[src/rtl/wave_pwm_if.sv]
// Sample/control inputs from the ramp generator and PWM pin outputs of wave_pwm.
interface wave_pwm_if #(
  parameter int IN_W = 24
);
  logic [IN_W-1:0] in;
  logic            enable;
  logic [2:0]      vol;
  logic            pwm_out;
  logic            sample_tick;
  logic            busy;

  modport master (output in, enable, vol, input pwm_out, sample_tick, busy);
  modport slave  (input in, enable, vol, output pwm_out, sample_tick, busy);
endinterface

[src/rtl/wave_pwm.sv]
// PWM output stage with gated attack/sustain/release envelope; inputs sampled once per 2^PWM_W-clock period,
// pwm_out lags duty by one register stage; no backpressure, free-running.
module wave_pwm #(
  parameter int IN_W    = 24,
  parameter int PWM_W   = 10,
  parameter int ENV_DIV = 4
) (
  input logic       clk,
  input logic       reset,
  wave_pwm_if.slave bus
);
  localparam int DIV_W = (ENV_DIV > 1) ? $clog2(ENV_DIV) : 1;
  localparam logic [DIV_W-1:0] DIV_LAST = DIV_W'(ENV_DIV - 1);

  localparam logic [1:0] ST_IDLE    = 2'd0;
  localparam logic [1:0] ST_ATTACK  = 2'd1;
  localparam logic [1:0] ST_SUSTAIN = 2'd2;
  localparam logic [1:0] ST_RELEASE = 2'd3;

  logic [PWM_W-1:0] cnt;
  logic [PWM_W-1:0] duty_r;
  logic [PWM_W-1:0] duty_nxt;
  logic [PWM_W+2:0] prod;
  logic [2:0]       env;
  logic [2:0]       env_nxt;
  logic [2:0]       eff;
  logic [DIV_W-1:0] div_cnt;
  logic [DIV_W-1:0] div_nxt;
  logic [1:0]       state;
  logic [1:0]       state_nxt;
  logic             boundary;
  logic             step;
  logic             pwm_r;
  logic             tick_r;
  logic             busy_r;
  logic             unused_bits;

  assign boundary = (cnt == {PWM_W{1'b1}});
  assign step     = (div_cnt == DIV_LAST);

  // Scale uses the envelope level from before this boundary's update.
  assign eff      = (env < bus.vol) ? env : bus.vol;
  assign prod     = (PWM_W+3)'(bus.in[IN_W-1 -: PWM_W]) * (PWM_W+3)'(eff);
  assign duty_nxt = prod[PWM_W+2:3];

  // Low sample bits and the discarded product fraction are intentionally dropped.
  assign unused_bits = ^{prod[2:0], bus.in};

  always_comb begin
    state_nxt = state;
    env_nxt   = env;
    div_nxt   = div_cnt;
    case (state)
      ST_IDLE: begin
        env_nxt = 3'd0;
        if (bus.enable) begin
          state_nxt = ST_ATTACK;
          div_nxt   = '0;
        end
      end
      ST_ATTACK: begin
        if (!bus.enable) begin
          state_nxt = ST_RELEASE;
          div_nxt   = '0;
        end else if (env == 3'd7) begin
          // Re-attack from a full level goes straight back to sustain.
          state_nxt = ST_SUSTAIN;
          div_nxt   = '0;
        end else if (step) begin
          div_nxt = '0;
          env_nxt = env + 3'd1;
          if (env == 3'd6) state_nxt = ST_SUSTAIN;
        end else begin
          div_nxt = div_cnt + 1'b1;
        end
      end
      ST_SUSTAIN: begin
        env_nxt = 3'd7;
        if (!bus.enable) begin
          state_nxt = ST_RELEASE;
          div_nxt   = '0;
        end
      end
      default: begin
        if (bus.enable) begin
          state_nxt = ST_ATTACK;
          div_nxt   = '0;
        end else if (env == 3'd0) begin
          // Released before the first attack step: nothing left to fade.
          state_nxt = ST_IDLE;
          div_nxt   = '0;
        end else if (step) begin
          div_nxt = '0;
          env_nxt = env - 3'd1;
          if (env == 3'd1) state_nxt = ST_IDLE;
        end else begin
          div_nxt = div_cnt + 1'b1;
        end
      end
    endcase
  end

  always_ff @(posedge clk or negedge reset) begin
    if (!reset) begin
      cnt     <= '0;
      duty_r  <= '0;
      env     <= 3'd0;
      div_cnt <= '0;
      state   <= ST_IDLE;
      pwm_r   <= 1'b0;
      tick_r  <= 1'b0;
      busy_r  <= 1'b0;
    end else begin
      cnt    <= cnt + 1'b1;
      pwm_r  <= (cnt < duty_r);
      // Registered from the wrap edge, so it is high exactly while cnt == 0.
      tick_r <= boundary;
      if (boundary) begin
        duty_r  <= duty_nxt;
        env     <= env_nxt;
        div_cnt <= div_nxt;
        state   <= state_nxt;
        busy_r  <= (state_nxt != ST_IDLE);
      end
    end
  end

  assign bus.pwm_out     = pwm_r;
  assign bus.sample_tick = tick_r;
  assign bus.busy        = busy_r;
endmodule

[src/flat_wrapper.sv]
// flat-port wrapper written by rule: the top's interface ports become plain ports
module wave_pwm_flat 
#(
  parameter int IN_W    = 24,
  parameter int PWM_W   = 10,
  parameter int ENV_DIV = 4
)
  (clk, reset, bus_in, bus_enable, bus_vol, bus_pwm_out, bus_sample_tick, bus_busy);
  wave_pwm_if #(.IN_W(IN_W)) bus_i ();
  input logic clk;
  input logic reset;
  input wire logic [$bits(bus_i.in)-1:0] bus_in;
  input wire logic [$bits(bus_i.enable)-1:0] bus_enable;
  input wire logic [$bits(bus_i.vol)-1:0] bus_vol;
  output wire logic [$bits(bus_i.pwm_out)-1:0] bus_pwm_out;
  output wire logic [$bits(bus_i.sample_tick)-1:0] bus_sample_tick;
  output wire logic [$bits(bus_i.busy)-1:0] bus_busy;
  assign bus_i.in = bus_in;
  assign bus_i.enable = bus_enable;
  assign bus_i.vol = bus_vol;
  assign bus_pwm_out = bus_i.pwm_out;
  assign bus_sample_tick = bus_i.sample_tick;
  assign bus_busy = bus_i.busy;
  wave_pwm #(.IN_W(IN_W), .PWM_W(PWM_W), .ENV_DIV(ENV_DIV)) u_core (.clk(clk), .reset(reset), .bus(bus_i));
endmodule
[config.mk]
export PLATFORM = sky130hd
export DESIGN_NAME = wave_pwm_flat
export DESIGN_NICKNAME = d
export VERILOG_FILES = /design/src/rtl/wave_pwm_if.sv /design/src/rtl/wave_pwm.sv /design/src/flat_wrapper.sv
export SDC_FILE = /design/constraint.sdc
export NUM_CORES = 1
export LEC_CHECK = 0
export CORE_MARGIN = 5
export CORE_UTILIZATION = 29
export CTS_CLUSTER_SIZE = 25
export DETAILED_ROUTE_END_ITERATION = 10
export PLACE_DENSITY = 0.49
export SLEW_MARGIN = 25
export SYNTH_ARGS = -nofsm -noshare
export SYNTH_HDL_FRONTEND = slang
export SYNTH_SLANG_ARGS = --single-unit
[constraint.sdc]
create_clock -name clk -period 4.22 [get_ports clk]
set_input_delay 0.844 -clock clk [delete_from_list [all_inputs] [get_ports clk]]
set_output_delay 0.844 -clock clk [all_outputs]
set_load 0.005 [all_outputs]
* Yosys cells after proc, flatten, opt, wreduce, memory -nomap -nowiden
Cells that the tools add are included.
** Word-level totals
- Flip-flop bits (word level) :: 30
- Output and inout bits :: 3
- Word-level logic and storage cells :: 62
** Cells by class
- Add/subtract/negate cells :: 4
- Multipliers :: 1
- $lt $le $gt $ge :: 2
- Equal/unequal tests :: 14
- Mux-type cells :: 27
- Reduce and logical (&&, ||, !) cells :: 6
** Operators by type and width (number)
- $mux W2 :: 17
- $mux W3 :: 7
- $mul A10 B3 Y13 :: 1
- $pmux W2 S3 :: 2
- $add A10 B1 Y10 const B :: 1
- $eq A10 B10 Y1 const B :: 1
- $lt A10 B10 Y1 :: 1
- $pmux W3 S3 :: 1
- $ne A2 B2 Y1 const B :: 4
- $reduce_and A7 Y1 :: 1
- $eq A3 B3 Y1 const B :: 2
- $eq A2 B2 Y1 const B :: 2
- $ne A4 B1 Y1 const B :: 1
- $ne A4 B4 Y1 const B :: 1
- $reduce_bool A4 Y1 :: 1
- $add A3 B1 Y3 const B :: 1
- $eq A3 B1 Y1 const B :: 1
- $logic_not A3 Y1 :: 1
- $lt A3 B3 Y1 :: 1
- $reduce_and A3 Y1 :: 1
- $sub A3 B1 Y3 const B :: 1
- $add A2 B1 Y2 const B :: 1
- $eq A2 B1 Y1 const B :: 1
- $logic_not A2 Y1 :: 1
- other kinds (2) :: 2

* Longest topological paths before layout
Gate-level depths: netlist of run 1.
- Depth after elaboration :: 7
- Mapped depth :: 17
- Gate-level depth less buffers :: 16

* Least setup slack after synthesis of run 1
Ideal clock, no wire load.
- Path kind :: in2reg
- From :: in bus_vol[2]
- To :: reg u_core.duty_r[9]
- Library setup time :: 0.138 ns
- Arrival :: 3.920 ns
- Data required time :: 4.082 ns
- Setup slack :: 0.162 ns
- Stages on the path :: 17
- Path buffers :: 1
- Path through :: inv_1 ha_1 a21oi_2 o21ai_2 mux2i_1 buf_2 nand2_1 fa_1 inv_1 fa_1 a21o_1 a21oi_1 o21ai_1 a211oi_1 nor2_1 o21ai_1 a22oi_1
** On the way
- Cells in the longest elaborated chain, start to end :: 3
** Ends and longest elaborated chain
- start: declaration :: RTL line flat_wrapper.sv:14 : input wire logic [$bits(bus_i.vol)-1:0] bus_vol;
- $lt A3 B3 Y1 :: RTL line wave_pwm.sv:42 : assign eff = (env < bus.vol) ? env : bus.vol;
- $mux W3 (*) :: RTL line wave_pwm.sv:42
- $mul A10 B3 Y13 (*) :: RTL line wave_pwm.sv:43 : assign prod = (PWM_W+3)'(bus.in[IN_W-1 -: PWM_W]) * (PWM_W+3)'(eff);
- end signal: assignment :: RTL line wave_pwm.sv:119 : duty_r <= duty_nxt;
- end: declaration :: RTL line wave_pwm.sv:21 : logic [PWM_W-1:0] duty_r;
Every way passes the cells marked *; elsewhere a longest branch is shown, timed or not.
A chain may end at the register's enable or synchronous reset.

* Worst setup path in the final report of run 1
- From :: in bus_vol[2]
- To :: reg u_core.duty_r[4]
The elaborated chain is that of the path after synthesis.

==> impl_metrics.yaml, run 1 <==
run_status:
  status: "finished clean"
logic_synthesis:
  synth-seq-cells: 30
  postSynthAreaPerCell_sq_um: 8.61
  async_reset_ff_share_pct: 100
  yosys_most_used_dff: "dfrtp_1"
  synth_warnings: 0
  syn_area_sq_mm: 0.00254
  synth_edf_count: 0
  synthCells: 295
  synth_fp_nets: 367
  ys_seq_area_share_pct: 29.5
  ys_types: 48
finish:
  num_antenna_cells: 0
  final_cell_mix: "45 x nand2_1, 32 x inv_1, 32 x buf_4"
  nNetsFinal: 420
  syn2layout_area_growth_pct: 30.1
  drive_gt1_share_pct: 19.6
  final_util_pct: 38.3
  mostFrequentLayoutCell: "nand2_1"
pwr:
  finalPower_uw: 706
  clkPwrFrac_pct: 31.6
  worst_ir_drop_vdd_mv: 0.0784
  p_comb_share_pct: 26.7
  power_frac_seq_pct: 41.7
  leakage_uw: 0.00166
  switching_share_pct: 27.2
  switchingPower_uw: 192
  power-per-cell-area_mw_per_mm2: 213
  cellInternalPower_uw: 514
setup_path:
  crit_buf_inv: 4
  critical_path_class: "input port to flop"
  worstSetupStartpointType: "input port"
  crit_family: "adder cells"
  crit_path_max_fanout: 4
  crit_chain: "clkdlybuf4s50_1 -> inv_2 -> ha_4 -> nand2_2 -> o21ai_4 -> mux2i_4 -> nand2_2 -> fa_1 -> inv_2 -> buf_4 -> ha_1 -> nand4_1 -> nor2_1 -> a31o_2 -> o21a_1 -> or3_1 -> a31o_1"
  crit_required_ns: 4.39
  critPathMaxStageDelay_ns: 0.49
  cpMaxStageDelayCell: "fa_1"
  endpoint_kind: "flop"
  worstPathArrival_ns: 4.32
clock_network:
  hold_buffers: 0
  clk_path_buf_depth: 2
  cts.sinks: 30
  cts_htree_levels: 2
  worstSkewPairLatency_ns: 0.28
  path_clk_slew_ns: 0.06
  cts_made_buffers: 5
  cts_root_buf: "clkbuf_8"
  cts_tree: "yes"
sta:
  worstMarginPinSlew_ns: 0.758
  slew_headroom_pct: 49.3
  drv_slew: 0
  fmaxAchievable_mhz: 241
  hold_viol_final: 0
  skew_ns: 0.00369
  finalSetupViolations: 0
  min_period_over_period_pct: 98.2
  fin_crit_ns: 4.14
die:
  die_w_um: 104
  die_h_um: 104
  ios: 33
  core_area_sq_mm: 0.00864
  dieArea_sq_mm: 0.0107
  rows: 34
  start_util_pct: 29.4
grt:
  grt_pass1_vias: 2116
  grt_pass1_wl_um: 9560
  antenna_found_initial: 0
  overflow: 0
  grt_max_degree: 31
  grtUsageTotal_pct: 10.5
drt:
  vias: 2104
  drc: 0
  drt_pre_antenna_iters: 4
  first_iter_violations: 34
  wl_um: 5410
  vias_per_cell: 4.62
  wire_per_inst_um: 11.9
  antenna_left: 0
placed_design:
  io_buffers: 18
  routabilityCongestion: 0.764
  dp_hpwl_um: 4300
job:
  cap_violations: 0
worst_hold_path:
  worst_hold_path_type: "flop to flop"
## Yosys cell counts (3+ instances only)
master | instances | area, sq um
o21ai_0 | 8 | 40.0
dfrtp_1 | 30 | 751
xnor2_1 | 7 | 61.3
a211oi_1 | 8 | 60.1
and2_1 | 4 | 25.0
or3_1 | 3 | 18.8
nand3_1 | 5 | 25.0
nor2b_1 | 4 | 25.0
nand2_1 | 47 | 176
fa_1 | 9 | 180
nand2b_1 | 4 | 25.0
a21o_1 | 7 | 52.6
nor2_1 | 13 | 48.8
nand4_1 | 3 | 18.8
o21ai_1 | 12 | 60.1
a21oi_1 | 16 | 80.1
inv_1 | 36 | 135
xor2_1 | 5 | 43.8
ha_1 | 33 | 413
## registers in the layout, indices dropped and copies added (netlist names)
| signal | count |
|---|---|
| u_core.cnt | 10 |
| u_core.duty_r | 10 |
| u_core.env | 3 |
| u_core.div_cnt | 2 |
| u_core.state | 2 |
| u_core.bus.busy | 1 |
| u_core.bus.pwm_out | 1 |
| u_core.bus.sample_tick | 1 |
## cells by family (layout without fill, tap and decap cells)
family	count (synthesis)	count (layout)	share of synthesized area (%)
multiplexers	2	2	0.788
AND/OR/NAND/NOR	94	94	17.3
buffers and inverters	42	94	6.30
AO/OA/AOI/OAI	73	73	18.6
adder cells (fa/ha/maj)	42	42	23.3
XOR/XNOR	12	12	4.14
flip-flops	30	30	29.5
## per-stage QoR
| stage | TNS (ns) | instance area [sq um] | cells | hold slack [ns] | setup WS, ns |
|---|---|---|---|---|---|
| after global routing | -0.0171 | 3310 | 455 | 0.519 | -0.0146 |
| after detailed placement | -3.11 | 3060 | 446 | 0.476 | -0.509 |
| after global placement | -2.87 | 3060 | 446 | 0.467 | -0.467 |
| after CTS | -0.0219 | 3180 | 453 | 0.489 | -0.0219 |
| final | 0 | 3310 | 455 | 0.481 | 0.0761 |
| after floorplan | 0 | 2540 | 295 | 0.440 | 0.162 |
## worst min-delay path, cell delays in order, from the launching register on
cell	delay, ns
dfrtp_1	0.34
nand2_1	0.05
o21ai_1	0.06
## per-layer routing
layer	global-route usage (%)	vias to the layer above	routed length [um]
li1	-	1109	-
met1	14.5	952	2760
met2	16.0	36	2440
met3	1.99	7	133
met4	4.03	0	75
met5	0	-	0
## worst paths after layout
path / from / to / slack [ns] / cells after the start
max in group asynchronous: reset / u_core.cnt[8]$_DFF_PN0_ / 2.99 / 2
min reg2reg: u_core.duty_r[6]$_DFFE_PN0P_ / u_core.duty_r[6]$_DFFE_PN0P_ / 0.48 / 2
min in group asynchronous: reset / u_core.div_cnt[1]$_DFFE_PN0P_ / 0.95 / 2
max: bus_vol[2] / u_core.duty_r[4]$_DFFE_PN0P_ / 0.08 / 17
min: u_core.duty_r[6]$_DFFE_PN0P_ / u_core.duty_r[6]$_DFFE_PN0P_ / 0.48 / 2
max reg2reg: u_core.env[1]$_DFFE_PN0P_ / u_core.duty_r[4]$_DFFE_PN0P_ / 0.66 / 15
## power groups by stage
| stage | logic (uW) | registers [uW] | clock network [uW] |
|---|---|---|---|
| 2_1_floorplan | 89.4 | 298 | 0 |
| 3_3_place_gp | 162 | 299 | 0 |
| 3_5_place_dp | 164 | 299 | 0 |
| 4_1_cts | 170 | 294 | 231 |
| 5_1_grt | 215 | 295 | 243 |
| 6_report | 188 | 295 | 223 |
## repair_timing
item                                   4_1_cts  5_1_grt
setup buffers                                1        2
gates resized for setup                      5       21
pin swaps                                    3       20
setup endpoints to repair                    6        6
endpoints found under the hold margin        0        0
## cell type report
class	instances	area, sq um
clock buffers	6	82.6
fillers	888	5330
inverters	37	139
multi-input cells	223	1770
flip-flops and latches	30	751
well taps	108	135
repair buffers	51	432
(Power assumes the default switching activity.)
==> run 2, diff against run 1 <==
- CELL_PAD_IN_SITES_DETAIL_PLACEMENT: unset -> 0
- CELL_PAD_IN_SITES_GLOBAL_PLACEMENT: unset -> 2
- PLACE_DENSITY: 0.49 -> 0.73
- TNS_END_PERCENT: unset -> 5
==> impl_metrics.yaml, run 2 (synthesis gave the netlist of run 1 again) <==
pwr:
  finalPower_uw: 683
  power-per-cell-area_mw_per_mm2: 210
  worst_ir_drop_vdd_mv: 0.0755
  switching_share_pct: 27.5
  clkPwrFrac_pct: 30.5
  switchingPower_uw: 188
  leakage_uw: 0.00164
  power_frac_seq_pct: 43.2
  cellInternalPower_uw: 495
  p_comb_share_pct: 26.3
setup_path:
  crit_required_ns: 4.39
  worstSetupStartpointType: "input port"
  worstPathArrival_ns: 4.24
  crit_cells: 16
  crit_family: "adder cells"
  endpoint_kind: "flop"
  crit_path_max_fanout: 4
  crit_chain: "clkdlybuf4s50_1 -> inv_2 -> ha_4 -> nand2_1 -> o21ai_2 -> mux2i_2 -> nand2_1 -> fa_1 -> inv_2 -> ha_1 -> nand4_1 -> nor2_1 -> a31o_4 -> o21a_1 -> or3_1 -> a31o_1"
  reg2reg_depth: 14
  crit_buf_inv: 3
  critPathMaxStageDelay_ns: 0.52
  critical_path_class: "input port to flop"
  cpMaxStageDelayCell: "fa_1"
finish:
  final_cell_mix: "47 x nand2_1, 33 x inv_1, 31 x buf_4"
  syn2layout_area_growth_pct: 27.6
  final_util_pct: 37.6
  drive_gt1_share_pct: 17.6
  seqCellArea_sq_um: 751
  top_regs: "u_core.cnt (10), u_core.duty_r (10), u_core.env (3)"
  num_antenna_cells: 0
  mostFrequentLayoutCell: "nand2_1"
  nFillCells: 897
  multi_input_comb_area_sq_mm: 0.00173
  layoutNonFillerInstCount: 454
  nNetsFinal: 418
drt:
  drt_pre_antenna_iters: 4
  drc: 0
  wire_per_inst_um: 12.0
  wl_um: 5460
  vias: 2134
  antenna_left: 0
  vias_per_cell: 4.70
  first_iter_violations: 78
die:
  dieArea_sq_mm: 0.0107
  die_w_um: 104
  ios: 33
  start_util_pct: 29.4
  rows: 34
  core_area_sq_mm: 0.00864
  die_h_um: 104
grt:
  grtUsageTotal_pct: 10.9
  grt_pass1_wl_um: 9970
  grt_max_degree: 31
  overflow: 0
  antenna_found_initial: 0
  grt_pass1_vias: 2063
clock_network:
  hold_buffers: 0
  clk_path_buf_depth: 2
  path_clk_slew_ns: 0.06
  worstSkewPairLatency_ns: 0.27
  cts_htree_levels: 2
  cts_root_buf: "clkbuf_8"
  cts.sinks: 30
  cts_made_buffers: 5
  cts_tree: "yes"
placed_design:
  routabilityCongestion: 0.768
  dp_hpwl_um: 4400
  io_buffers: 18
  placed_cells: 447
  place_worst_setup_slack_ns: -0.391
sta:
  worstMarginPinSlew_ns: 0.467
  drv_slew: 0
  hold_viol_final: 0
  slew_headroom_pct: 68.7
  fin_crit_ns: 4.08
  finalSetupViolations: 0
  min_period_over_period_pct: 96.7
  fmaxAchievable_mhz: 245
  worst_slack_ns: 0.141
  skew_ns: 0.00267
  tns_ns: 0
  rsz0062_at_grt: "yes"
run_status:
  status: "finished clean"
job:
  cap_violations: 0
worst_hold_path:
  worst_hold_path_type: "flop to flop"
  min_delay_path_depth: 2
[run 2: changes by cell type in the layout (fill, tap and decap cells not counted), sizes merged]
cell / change
buf: -2
clkbuf: +1
[run 2: metrics by stage]
stage | hold slack, ns | area [sq um]
6_report | 0.476 | 3240
2_1_floorplan | 0.440 | 2540
3_3_place_gp | 0.464 | 3070
3_5_place_dp | 0.469 | 3070
5_1_grt | 0.508 | 3240
4_1_cts | 0.482 | 3180
[run 2: worst paths after layout]
check                                              from                             to  slack [ns]
max in group asynchronous                         reset   u_core.duty_r[3]$_DFFE_PN0P_        2.98
setup / recovery                             bus_vol[2]   u_core.duty_r[4]$_DFFE_PN0P_        0.14
hold / removal             u_core.duty_r[0]$_DFFE_PN0P_   u_core.duty_r[0]$_DFFE_PN0P_        0.48
min in group asynchronous                         reset  u_core.div_cnt[1]$_DFFE_PN0P_        0.96
hold reg to reg            u_core.duty_r[0]$_DFFE_PN0P_   u_core.duty_r[0]$_DFFE_PN0P_        0.48
setup reg to reg              u_core.env[1]$_DFFE_PN0P_   u_core.duty_r[4]$_DFFE_PN0P_        0.73
[run 2: area by class of cell]
type / instances / share of cell area, %
Clock buffer: 7 / 2.35
Inverter: 37 / 4.28
Multi-Input combinational cell: 223 / 53.3
Sequential cell: 30 / 23.1
Tap cell: 108 / 4.17
Timing Repair Buffer: 49 / 12.7
[run 2: worst min-delay path, cell delays in order (launching register included)]
cell and delay (ns):
dfrtp_1 0.35, nand2_1 0.05, nand2_1 0.05
[run 2: repair_timing]
action	CTS	global route
endpoints found under the hold margin	0	0
pin swaps	3	9
setup endpoints to repair	4	6
buffers inserted	1	0
resized for setup	4	14
[run 2: per-layer routing]
layer | global-route usage, % | routed length (um)
met1 | 15.7 | 2770
met3 | 2.30 | 139
met2 | 16.3 | 2480
met5 | 0 | 0
met4 | 2.81 | 65
[run 2: power groups by stage]
stage | registers [uW] | clock network, uW | logic [uW]
after floorplan | 298 | 0 | 89.4
after global placement | 299 | 0 | 164
after detailed placement | 300 | 0 | 165
after CTS | 294 | 218 | 170
after global routing | 295 | 234 | 205
final | 295 | 209 | 179
